**src/rtl/axil_adder_pkg.sv**
```systemverilog
// Shared constants for the multi-channel AXI4-Lite adder slave.
// Register offsets, STATUS address, modes and response codes.
package axil_adder_pkg;

  localparam logic [1:0] REG_A      = 2'd0;
  localparam logic [1:0] REG_B      = 2'd1;
  localparam logic [1:0] REG_CTRL   = 2'd2;
  localparam logic [1:0] REG_RESULT = 2'd3;

  localparam logic [7:0] STATUS_ADDR = 8'hF0;
  localparam int         CH_LSB      = 4;

  localparam logic [1:0] RESP_OKAY   = 2'b00;
  localparam logic [1:0] RESP_SLVERR = 2'b10;

  typedef enum logic [1:0] {
    MODE_ADD  = 2'd0,
    MODE_SUB  = 2'd1,
    MODE_ACC  = 2'd2,
    MODE_RSVD = 2'd3
  } mode_e;

endpackage

```
**src/rtl/axil_adder_channel.sv**
```systemverilog
// One arithmetic channel: A/B/CTRL registers, mode mux,
// registered RESULT and a one-cycle overflow pulse.
module axil_adder_channel
  import axil_adder_pkg::*;
#(
  parameter int DATA_WIDTH = 32
) (
  input  logic                    clk,
  input  logic                    rst_n,
  input  logic                    wr_en,
  input  logic [1:0]              wr_sel,
  input  logic [DATA_WIDTH-1:0]   wdata,
  input  logic [DATA_WIDTH/8-1:0] wstrb,
  output logic [DATA_WIDTH-1:0]   a_q,
  output logic [DATA_WIDTH-1:0]   b_q,
  output logic [DATA_WIDTH-1:0]   result_q,
  output mode_e                   mode_q,
  output logic                    ovf
);

  localparam int NB = DATA_WIDTH / 8;

  function automatic logic [DATA_WIDTH-1:0] merge(
    input logic [DATA_WIDTH-1:0] q,
    input logic [DATA_WIDTH-1:0] d,
    input logic [NB-1:0]         s
  );
    merge = q;
    for (int i = 0; i < NB; i++)
      if (s[i]) merge[8*i +: 8] = d[8*i +: 8];
  endfunction

  logic                  upd;
  logic                  upd_b;
  logic                  go;
  logic [DATA_WIDTH:0]   sum;

  // Top bit of the widened sum is carry for add/acc, borrow for sub.
  always_comb begin
    sum = '0;
    case (mode_q)
      MODE_SUB: sum = {1'b0, a_q} - {1'b0, b_q};
      MODE_ACC: sum = {1'b0, result_q} + {1'b0, b_q};
      default:  sum = {1'b0, a_q} + {1'b0, b_q};
    endcase
  end

  assign go  = upd && (mode_q != MODE_ACC || upd_b);
  assign ovf = go && sum[DATA_WIDTH];

  always_ff @(posedge clk or negedge rst_n) begin
    if (!rst_n) begin
      a_q      <= '0;
      b_q      <= '0;
      mode_q   <= MODE_ADD;
      result_q <= '0;
      upd      <= 1'b0;
      upd_b    <= 1'b0;
    end else begin
      upd   <= wr_en;
      upd_b <= wr_en && (wr_sel == REG_B);
      if (wr_en) begin
        case (wr_sel)
          REG_A:    a_q <= merge(a_q, wdata, wstrb);
          REG_B:    b_q <= merge(b_q, wdata, wstrb);
          REG_CTRL: if (wstrb[0]) mode_q <= mode_e'(wdata[1:0]);
          default:  ;
        endcase
      end
      if (go) result_q <= sum[DATA_WIDTH-1:0];
    end
  end

endmodule

```
**src/rtl/axil_adder_array.sv**
```systemverilog
// AXI4-Lite slave with NUM_CH adder channels and a shared
// write-1-to-clear overflow STATUS register.
module axil_adder_array
  import axil_adder_pkg::*;
#(
  parameter int DATA_WIDTH = 32,
  parameter int ADDR_WIDTH = 8,
  parameter int NUM_CH     = 4
) (
  input  logic                    s1_axi_aclk,
  input  logic                    s1_axi_aresetn,
  input  logic [ADDR_WIDTH-1:0]   s1_axi_awaddr,
  input  logic                    s1_axi_awvalid,
  output logic                    s1_axi_awready,
  input  logic [DATA_WIDTH-1:0]   s1_axi_wdata,
  input  logic [DATA_WIDTH/8-1:0] s1_axi_wstrb,
  input  logic                    s1_axi_wvalid,
  output logic                    s1_axi_wready,
  output logic [1:0]              s1_axi_bresp,
  output logic                    s1_axi_bvalid,
  input  logic                    s1_axi_bready,
  input  logic [ADDR_WIDTH-1:0]   s1_axi_araddr,
  input  logic                    s1_axi_arvalid,
  output logic                    s1_axi_arready,
  output logic [DATA_WIDTH-1:0]   s1_axi_rdata,
  output logic [1:0]              s1_axi_rresp,
  output logic                    s1_axi_rvalid,
  input  logic                    s1_axi_rready
);

  logic [3:0]            wch, rch;
  logic [1:0]            wreg, rreg;
  logic                  w_status, r_status;
  logic                  w_ok, r_ok;
  logic                  hs_w, hs_r;
  logic                  wr_rdy, rd_rdy, pend;
  logic [NUM_CH-1:0]     status_q, status_clr, ovf_v;
  logic [DATA_WIDTH-1:0] wmask, rd_mux;
  logic [DATA_WIDTH-1:0] a_v   [NUM_CH];
  logic [DATA_WIDTH-1:0] b_v   [NUM_CH];
  logic [DATA_WIDTH-1:0] res_v [NUM_CH];
  mode_e                 mode_v[NUM_CH];
  logic                  unused_addr;

  assign unused_addr = ^{s1_axi_awaddr, s1_axi_araddr};

  assign wch      = s1_axi_awaddr[CH_LSB +: 4];
  assign wreg     = s1_axi_awaddr[3:2];
  assign w_status = s1_axi_awaddr[7:2] == STATUS_ADDR[7:2];
  assign w_ok     = w_status ||
                    (int'(wch) < NUM_CH && wreg != REG_RESULT);

  assign rch      = s1_axi_araddr[CH_LSB +: 4];
  assign rreg     = s1_axi_araddr[3:2];
  assign r_status = s1_axi_araddr[7:2] == STATUS_ADDR[7:2];
  assign r_ok     = r_status || int'(rch) < NUM_CH;

  assign hs_w = wr_rdy && s1_axi_awvalid && s1_axi_wvalid;
  assign hs_r = rd_rdy && s1_axi_arvalid;

  assign s1_axi_awready = wr_rdy;
  assign s1_axi_wready  = wr_rdy;
  assign s1_axi_arready = rd_rdy;

  for (genvar c = 0; c < NUM_CH; c++) begin : g_ch
    axil_adder_channel #(
      .DATA_WIDTH(DATA_WIDTH)
    ) u_ch (
      .clk      (s1_axi_aclk),
      .rst_n    (s1_axi_aresetn),
      .wr_en    (hs_w && wch == 4'(c) && wreg != REG_RESULT),
      .wr_sel   (wreg),
      .wdata    (s1_axi_wdata),
      .wstrb    (s1_axi_wstrb),
      .a_q      (a_v[c]),
      .b_q      (b_v[c]),
      .result_q (res_v[c]),
      .mode_q   (mode_v[c]),
      .ovf      (ovf_v[c])
    );
  end

  always_comb begin
    wmask = '0;
    for (int i = 0; i < DATA_WIDTH; i++)
      wmask[i] = s1_axi_wstrb[i/8];
  end

  assign status_clr = (hs_w && w_status) ?
    (s1_axi_wdata[NUM_CH-1:0] & wmask[NUM_CH-1:0]) : '0;

  always_comb begin
    rd_mux = '0;
    if (r_status) begin
      rd_mux[NUM_CH-1:0] = status_q;
    end else begin
      for (int c = 0; c < NUM_CH; c++) begin
        if (rch == 4'(c)) begin
          case (rreg)
            REG_A:    rd_mux = a_v[c];
            REG_B:    rd_mux = b_v[c];
            REG_CTRL: rd_mux = {{(DATA_WIDTH-2){1'b0}}, 2'(mode_v[c])};
            default:  rd_mux = res_v[c];
          endcase
        end
      end
    end
  end

  // A write handshake blocks arready for the same edge so a read
  // can never land on the cycle where RESULT is being refreshed.
  always_ff @(posedge s1_axi_aclk or negedge s1_axi_aresetn) begin
    if (!s1_axi_aresetn) begin
      wr_rdy        <= 1'b0;
      rd_rdy        <= 1'b0;
      pend          <= 1'b0;
      status_q      <= '0;
      s1_axi_bvalid <= 1'b0;
      s1_axi_bresp  <= RESP_OKAY;
      s1_axi_rvalid <= 1'b0;
      s1_axi_rresp  <= RESP_OKAY;
      s1_axi_rdata  <= '0;
    end else begin
      wr_rdy <= s1_axi_awvalid && s1_axi_wvalid && !s1_axi_bvalid &&
                !pend && !wr_rdy;
      rd_rdy <= s1_axi_arvalid && !s1_axi_rvalid && !pend &&
                !rd_rdy && !hs_w;
      pend   <= hs_w && w_ok && !w_status;

      if (hs_w) begin
        s1_axi_bvalid <= 1'b1;
        s1_axi_bresp  <= w_ok ? RESP_OKAY : RESP_SLVERR;
      end else if (s1_axi_bready) begin
        s1_axi_bvalid <= 1'b0;
      end

      if (hs_r) begin
        s1_axi_rvalid <= 1'b1;
        s1_axi_rdata  <= rd_mux;
        s1_axi_rresp  <= r_ok ? RESP_OKAY : RESP_SLVERR;
      end else if (s1_axi_rready) begin
        s1_axi_rvalid <= 1'b0;
      end

      status_q <= (status_q & ~status_clr) | ovf_v;
    end
  end

endmodule
```
**config.mk**
```make
export PLATFORM = sky130hd
export DESIGN_NAME = axil_adder_array
export DESIGN_NICKNAME = d
export VERILOG_FILES = /design/src/rtl/axil_adder_pkg.sv /design/src/rtl/axil_adder_channel.sv /design/src/rtl/axil_adder_array.sv
export SDC_FILE = /design/constraint.sdc
export NUM_CORES = 2
export LEC_CHECK = 0
export ABC_AREA = 1
export CAP_MARGIN = 0
export CORE_ASPECT_RATIO = 0.6
export CORE_MARGIN = 5
export CORE_UTILIZATION = 44
export DETAILED_ROUTE_END_ITERATION = 10
export GPL_ROUTABILITY_DRIVEN = 0
export RECOVER_POWER = 50
export REMOVE_ABC_BUFFERS = 1
export SYNTH_ARGS = -nofsm -noshare
export SYNTH_HDL_FRONTEND = slang
export SYNTH_SLANG_ARGS = --single-unit
export TNS_END_PERCENT = 10
```
**constraint.sdc**
```tcl
create_clock -name s1_axi_aclk -period 3.2 [get_ports s1_axi_aclk]
set_input_delay 0.64 -clock s1_axi_aclk [delete_from_list [all_inputs] [get_ports s1_axi_aclk]]
set_output_delay 0.64 -clock s1_axi_aclk [all_outputs]
set_load 0.02 [all_outputs]
```
# --- After elaboration in Yosys (flattened, before gate mapping) ---
# Cells that the tools add are included.
classes:
  reduce_logical: 90
  eq_ne: 25
  addsub: 12
  mux: 21
  magnitude_cmp: 2
  div: 0
  bitwise: 4
  shift: 0
  multipliers: 0
ops:
  columns: ["cell", "n"]
  rows:
  - ["$pmux 32 s3", 4]
  - ["$add 32x32->33", 8]
  - ["$pmux 33 s2", 4]
  - ["$sub 32x32->33", 4]
  - ["$mux 32", 4]
  - ["$reduce_and 3->1", 36]
  - ["$logic_and 1x1->1", 35]
  - ["$mux 28", 1]
  - ["$eq 4x2->1 const B", 4]
  - ["$eq 2x1->1 const B", 6]
  - ["$eq 2x2->1 const B", 6]
  - ["$eq 6x6->1 const B", 2]
  - ["$ne 2x2->1 const B", 5]
  - ["$and 4x4->4", 2]
  - ["$eq 4x1->1 const B", 2]
  - ["$logic_not 4->1", 2]
  - ["$lt 4x3->1 const B", 2]
  - ["$mux 4", 2]
  - ["$logic_not 1->1", 7]
  - ["$logic_or 1x1->1", 6]
  - ["$logic_not 2->1", 2]
  - ["$mux 1", 4]
  - ["$mux 2", 2]
  - ["$not 4->4", 1]
  - ["other kinds (2)", 3]
totals:
  elab_cells: 211
  n_memories: 0
  rom_bits: 0
  latchBits: 0
  out_inout_bits: 41
  ram_bits: 0
  reg_bits: 445

# --- Logic depth before layout (Yosys ltp) ---
depth:
  depth_word: 7
  ltp_mapped: 20
  mapped_depth_nobuf: 19

# --- Hierarchy ---
# Synthesis repeated with hierarchy kept, for this count alone.
unflattened:
  cells_unflattened: 7323
  area_unflattened_um2: 42862.4
by_module_without_submodules:
  columns: ["module", "cells_each", "area_each_um2", "n_inst", "seq_area_each_um2"]
  rows:
  - ["axil_adder_channel (g_ch[1].u_ch ...)", 1546, 9270.1, 3, 2502.4]
  - ["axil_adder_channel (g_ch[0].u_ch)", 1546, 9280.2, 1, 2502.4]
  - ["axil_adder_array", 1139, 5771.8, 1, 1076.0]

# --- Least setup slack after synthesis ---
# No wires, ideal clock.
synth_path:
  kind: "register -> register"
  startpoint: "reg g_ch[2].u_ch.mode_q[1]"
  endpoint: "reg g_ch[2].u_ch.result_q[28]"
  setup_time_ps: 117
  n_path_buf: 2
  t_arrival_ps: 2612
  setup_slack_ps: 471
  stages_incl_launch_ff: 18
  path_cell_list: "dfrtp_1 > clkbuf_1 > nand2_1 > buf_1 > mux2_2 > ha_1 > nand2_1 > nor2_1 > inv_1 > nor2_1 > and2_1 > nand2_1 > nand2_1 > nand2_1 > nand3_1 > nand2_1 > nand2_1 > nand2_1"
synth_between:
  elab_chain_len: 3
synth_lines:
  columns: ["element", "line", "source"]
  rows:
  - ["from (decl)", "axil_adder_channel.sv:17", "output mode_e mode_q,"]
  - ["from (signal assigned)", "axil_adder_channel.sv:66", "REG_CTRL: if (wstrb[0]) mode_q <= mode_e'(wdata[1:0]);"]
  - ["branches (longest 3 deep; another with $pmux 33 s2)", null, null]
  - ["to (signal assigned)", "axil_adder_channel.sv:70", "if (go) result_q <= sum[DATA_WIDTH-1:0];"]
  - ["to (decl)", "axil_adder_channel.sv:16", "output logic [DATA_WIDTH-1:0] result_q,"]
# Parallel ways; which one is timed is not known.
# A chain may end at the register's enable or synchronous reset.

# --- Final worst setup path ---
layout_path:
  startpoint: "in s1_axi_awaddr[3]"
  endpoint: "reg g_ch[0].u_ch.b_q[9]"
layout_between:
  elab_chain_len: 3
layout_lines:
  columns: ["element", "line", "source"]
  rows:
  - ["from (decl)", "axil_adder_array.sv:12", "input logic [ADDR_WIDTH-1:0] s1_axi_awaddr,"]
  - ["$ne 2x2->1", "axil_adder_array.sv:71", ".wr_en (hs_w && wch == 4'(c) && wreg != REG_RESULT),"]
  - ["$logic_and 1x1->1", "axil_adder_array.sv:71", null]
  - ["named net g_ch[0].u_ch.wr_en", "axil_adder_channel.sv:10", "input logic wr_en,"]
  - ["$reduce_and 3->1 (no source line)", null, null]
  - ["to (signal assigned)", "axil_adder_channel.sv:65", "REG_B: b_q <= merge(b_q, wdata, wstrb);"]
  - ["to (decl)", "axil_adder_channel.sv:15", "output logic [DATA_WIDTH-1:0] b_q,"]
# The timed path passes the listed nets, and every way through them passes these cells.

==> run summary <==
Setup TNS = 0 ps
Global Route Usage Sum = 0.343
Die area = 102000 um2
Worst min path class = register to register
Htree depth = 2
Crit end category = register
Pleak = 26.1 nW
Clock-pin slew on the worst setup and hold paths = 70 ps
Final number of setup-violating endpoints = 0
CP dominant cell by count = nor2_1
Worst-margin pin slew = 2200 ps
Comb power frac = 0.202
Fin crit period = 3140 ps
Ant diodes = 0
Ys flop type = dfrtp_1
Wire per inst = 21.4 um
Overflow after GRT = 0
Syn avg cell area = 5.93 um2
Commonest non-fill, non-tap cells in the layout = nand2_1, inv_1, o21ai_0
Initial antenna violation count = 3
Switching Share = 0.330
Critical Path AT = 3660 ps
Hold Vio Cnt, Final = 0
NetSw = 0.00487 W
Via Count = 47200
Final net count = 7581
EDFF count, synth = 0
Final Cycle Share = 0.982
DR iter-0 viols = 6478
Placed cell count = 8455
Share of cells above drive strength 1 = 0.0566
Antenna viol nets, final = 0
Final core utilization = 0.499
Status = finished with violations
Die Y = 249 um
# DRC = 0
Clk_lat worst skew = 640 ps
CP cell instances = clkdlybuf4s50_1, a211o_4, nor2_1, nand2_4, nor2_1, nand2_1, o21ai_0
RSZ-0062 raised after global routing = yes
Max-slew violations = 105
CP Launch Type = input pin
Area leader, netlist = dfrtp_1
Die Wd = 409 um
Port Buffer Count = 93
Sequential power share = 0.402
Rows = 87
Bufs and invs on worst path = 1
F_max = 318 MHz
Initial Util = 0.445
Commonest non-fill, non-tap cell in the layout = nand2_1
Slowest cell on the critical path = nor2_1
Failing checks = max-capacitance violations, max-slew violations
Pre-antenna DRT Iters = 6
Cell area after synthesis = 42000 um2
Synth top area share = 0.264
Cell count after synthesis = 7074
Number of max-cap violations = 2
CP peak stage delay = 620 ps
Cell internal pwr = 0.00988 W
Slew Limit Headroom = -0.469
Largest net degree at the start of global routing = 69
CTS tree = yes
Worst VDD drop = 0.340 mV
Total CTS buffers = 47
Synth cell types = 50
Final std cells w/o fill = 8541
Crit Path Max Fanout = 16
Final WL = 183 mm
Top cells by area, synth = dfrtp_1, nand2_1, inv_1, ha_1, o21ai_0
Cell Pwr Density = 313 nW/um2
CTS Root Cell = clkbuf_16
# IOs = 100
Area grow syn2layout = 12.1%
Critical Path RT = 3720 ps
Sequential share of the synthesized area = 0.264
Vias per inst = 5.53
Seq cells post-synth = 443
CP delay by family, top = simple AND/OR/NAND/NOR gates
DPL Wire Length = 146 mm
Vias in the first global route = 41000
Synth warnings = 0
Setup Skew = 28.2 ps
Sink Count = 443
Clock network power share = 0.396
Setup Crit Path Kind = input pin to register
Async SR Flop Fraction = 1.00
First-pass GRT wire length = 264 mm
Core area = 94300 um2
Longest Clk Path Bufs = 3
Post-CTS setup buffer count = 0
[cell families (layout without fill, tap and decap cells)]
group / count (synthesis) / in the layout / synth area share
adder cells (fa/ha/maj): 264 / 264 / 0.0801
multiplexers: 27 / 27 / 0.00724
flip-flops: 443 / 443 / 0.264
other: 1 / 2 / 0.0000893
buffers and inverters: 1474 / 1694 / 0.135
AO/OA/AOI/OAI: 1072 / 1072 / 0.142
XOR/XNOR: 47 / 47 / 0.00980
AND/OR/NAND/NOR: 3746 / 3746 / 0.361
[final timing paths]
| path | start | endpoint | slack (ps) | depth (start not counted) |
|---|---|---|---|---|
| max | s1_axi_awaddr[3] | g_ch[0].u_ch.b_q[9] | 60 | 7 |
| min | s1_axi_arready | s1_axi_arready | 470 | 1 |
| max reg2reg | g_ch[1].u_ch.mode_q[0] | g_ch[1].u_ch.result_q[18] | 130 | 16 |
| min reg2reg | s1_axi_arready | s1_axi_arready | 470 | 1 |
| max in group asynchronous | s1_axi_aresetn | g_ch[2].u_ch.b_q[27] | 490 | 2 |
| min in group asynchronous | s1_axi_aresetn | g_ch[0].u_ch.b_q[4] | 600 | 1 |
[registers in the layout, indices dropped and copies added (netlist names), 4 cells and up]
register / cells
g_ch.u_ch.b_q: 128
g_ch.u_ch.upd_b: 4
g_ch.u_ch.upd: 4
g_ch.u_ch.result_q: 128
s1_axi_rdata: 32
g_ch.u_ch.a_q: 128
g_ch.u_ch.mode_q: 8
status_q: 4
[power groups by stage]
stage / Clock, W / Sequential, W / Combinational, W
finish: 0.00584 / 0.00593 / 0.00298
global route: 0.00608 / 0.00594 / 0.00322
CTS: 0.00586 / 0.00592 / 0.00290
detailed placement: 0 / 0.00602 / 0.00288
global placement: 0 / 0.00602 / 0.00285
floorplan: 0 / 0.00606 / 0.00155
[layout make-up]
cell class,count,area (um2)
clock buffers,65,1290
clock inverters,21,239
fillers,9986,47200
inverters,1300,4880
multi-input cells,5158,25300
flip-flops and latches,443,11100
well taps,1246,1560
repair buffers,308,2660
[synth_stat cells, types with 43 or more instances]
| cell type | count |
|---|---|
| o22ai_1 | 50 |
| ha_1 | 256 |
| nand3_1 | 401 |
| nand4_1 | 58 |
| nor2_1 | 371 |
| o21ai_0 | 453 |
| buf_2 | 48 |
| clkbuf_1 | 106 |
| nor3_1 | 61 |
| xor2_1 | 43 |
| dfrtp_1 | 443 |
| a21oi_1 | 297 |
| a31oi_1 | 48 |
| inv_1 | 1288 |
| o21ai_1 | 81 |
| nand2_1 | 2749 |
[stage by stage]
step / total power (W) / setup WS, ps / hold slack (ps) / instance area (um2)
final: 0.0147 / 58.4 / 469 / 47000
after global routing: 0.0152 / -31.0 / 486 / 47000
after CTS: 0.0147 / 60.6 / 0.890 / 47100
after detailed placement: 0.00890 / 71.6 / 446 / 45600
after global placement: 0.00886 / 149 / 451 / 45600
after floorplan: 0.00760 / -845 / 344 / 41200
[routing by layer]
| metal | vias to the layer above | track usage | share of wire |
|---|---|---|---|
| met5 | - | 0 | 0.00018 |
| met4 | 6 | 0.0931 | 0.032 |
| met3 | 249 | 0.141 | 0.17 |
| met2 | 2723 | 0.403 | 0.33 |
| met1 | 21700 | 0.548 | 0.47 |
| li1 | 22600 | - | - |
[repair_timing]
| item | in CTS | in global routing |
|---|---|---|
| endpoints found under the hold margin | 0 | 0 |
| hold buffers | 0 | 0 |
| resized for setup | 0 | 41 |
| endpoints found under the setup margin | 0 | 55 |
(Power assumes the default switching activity.)
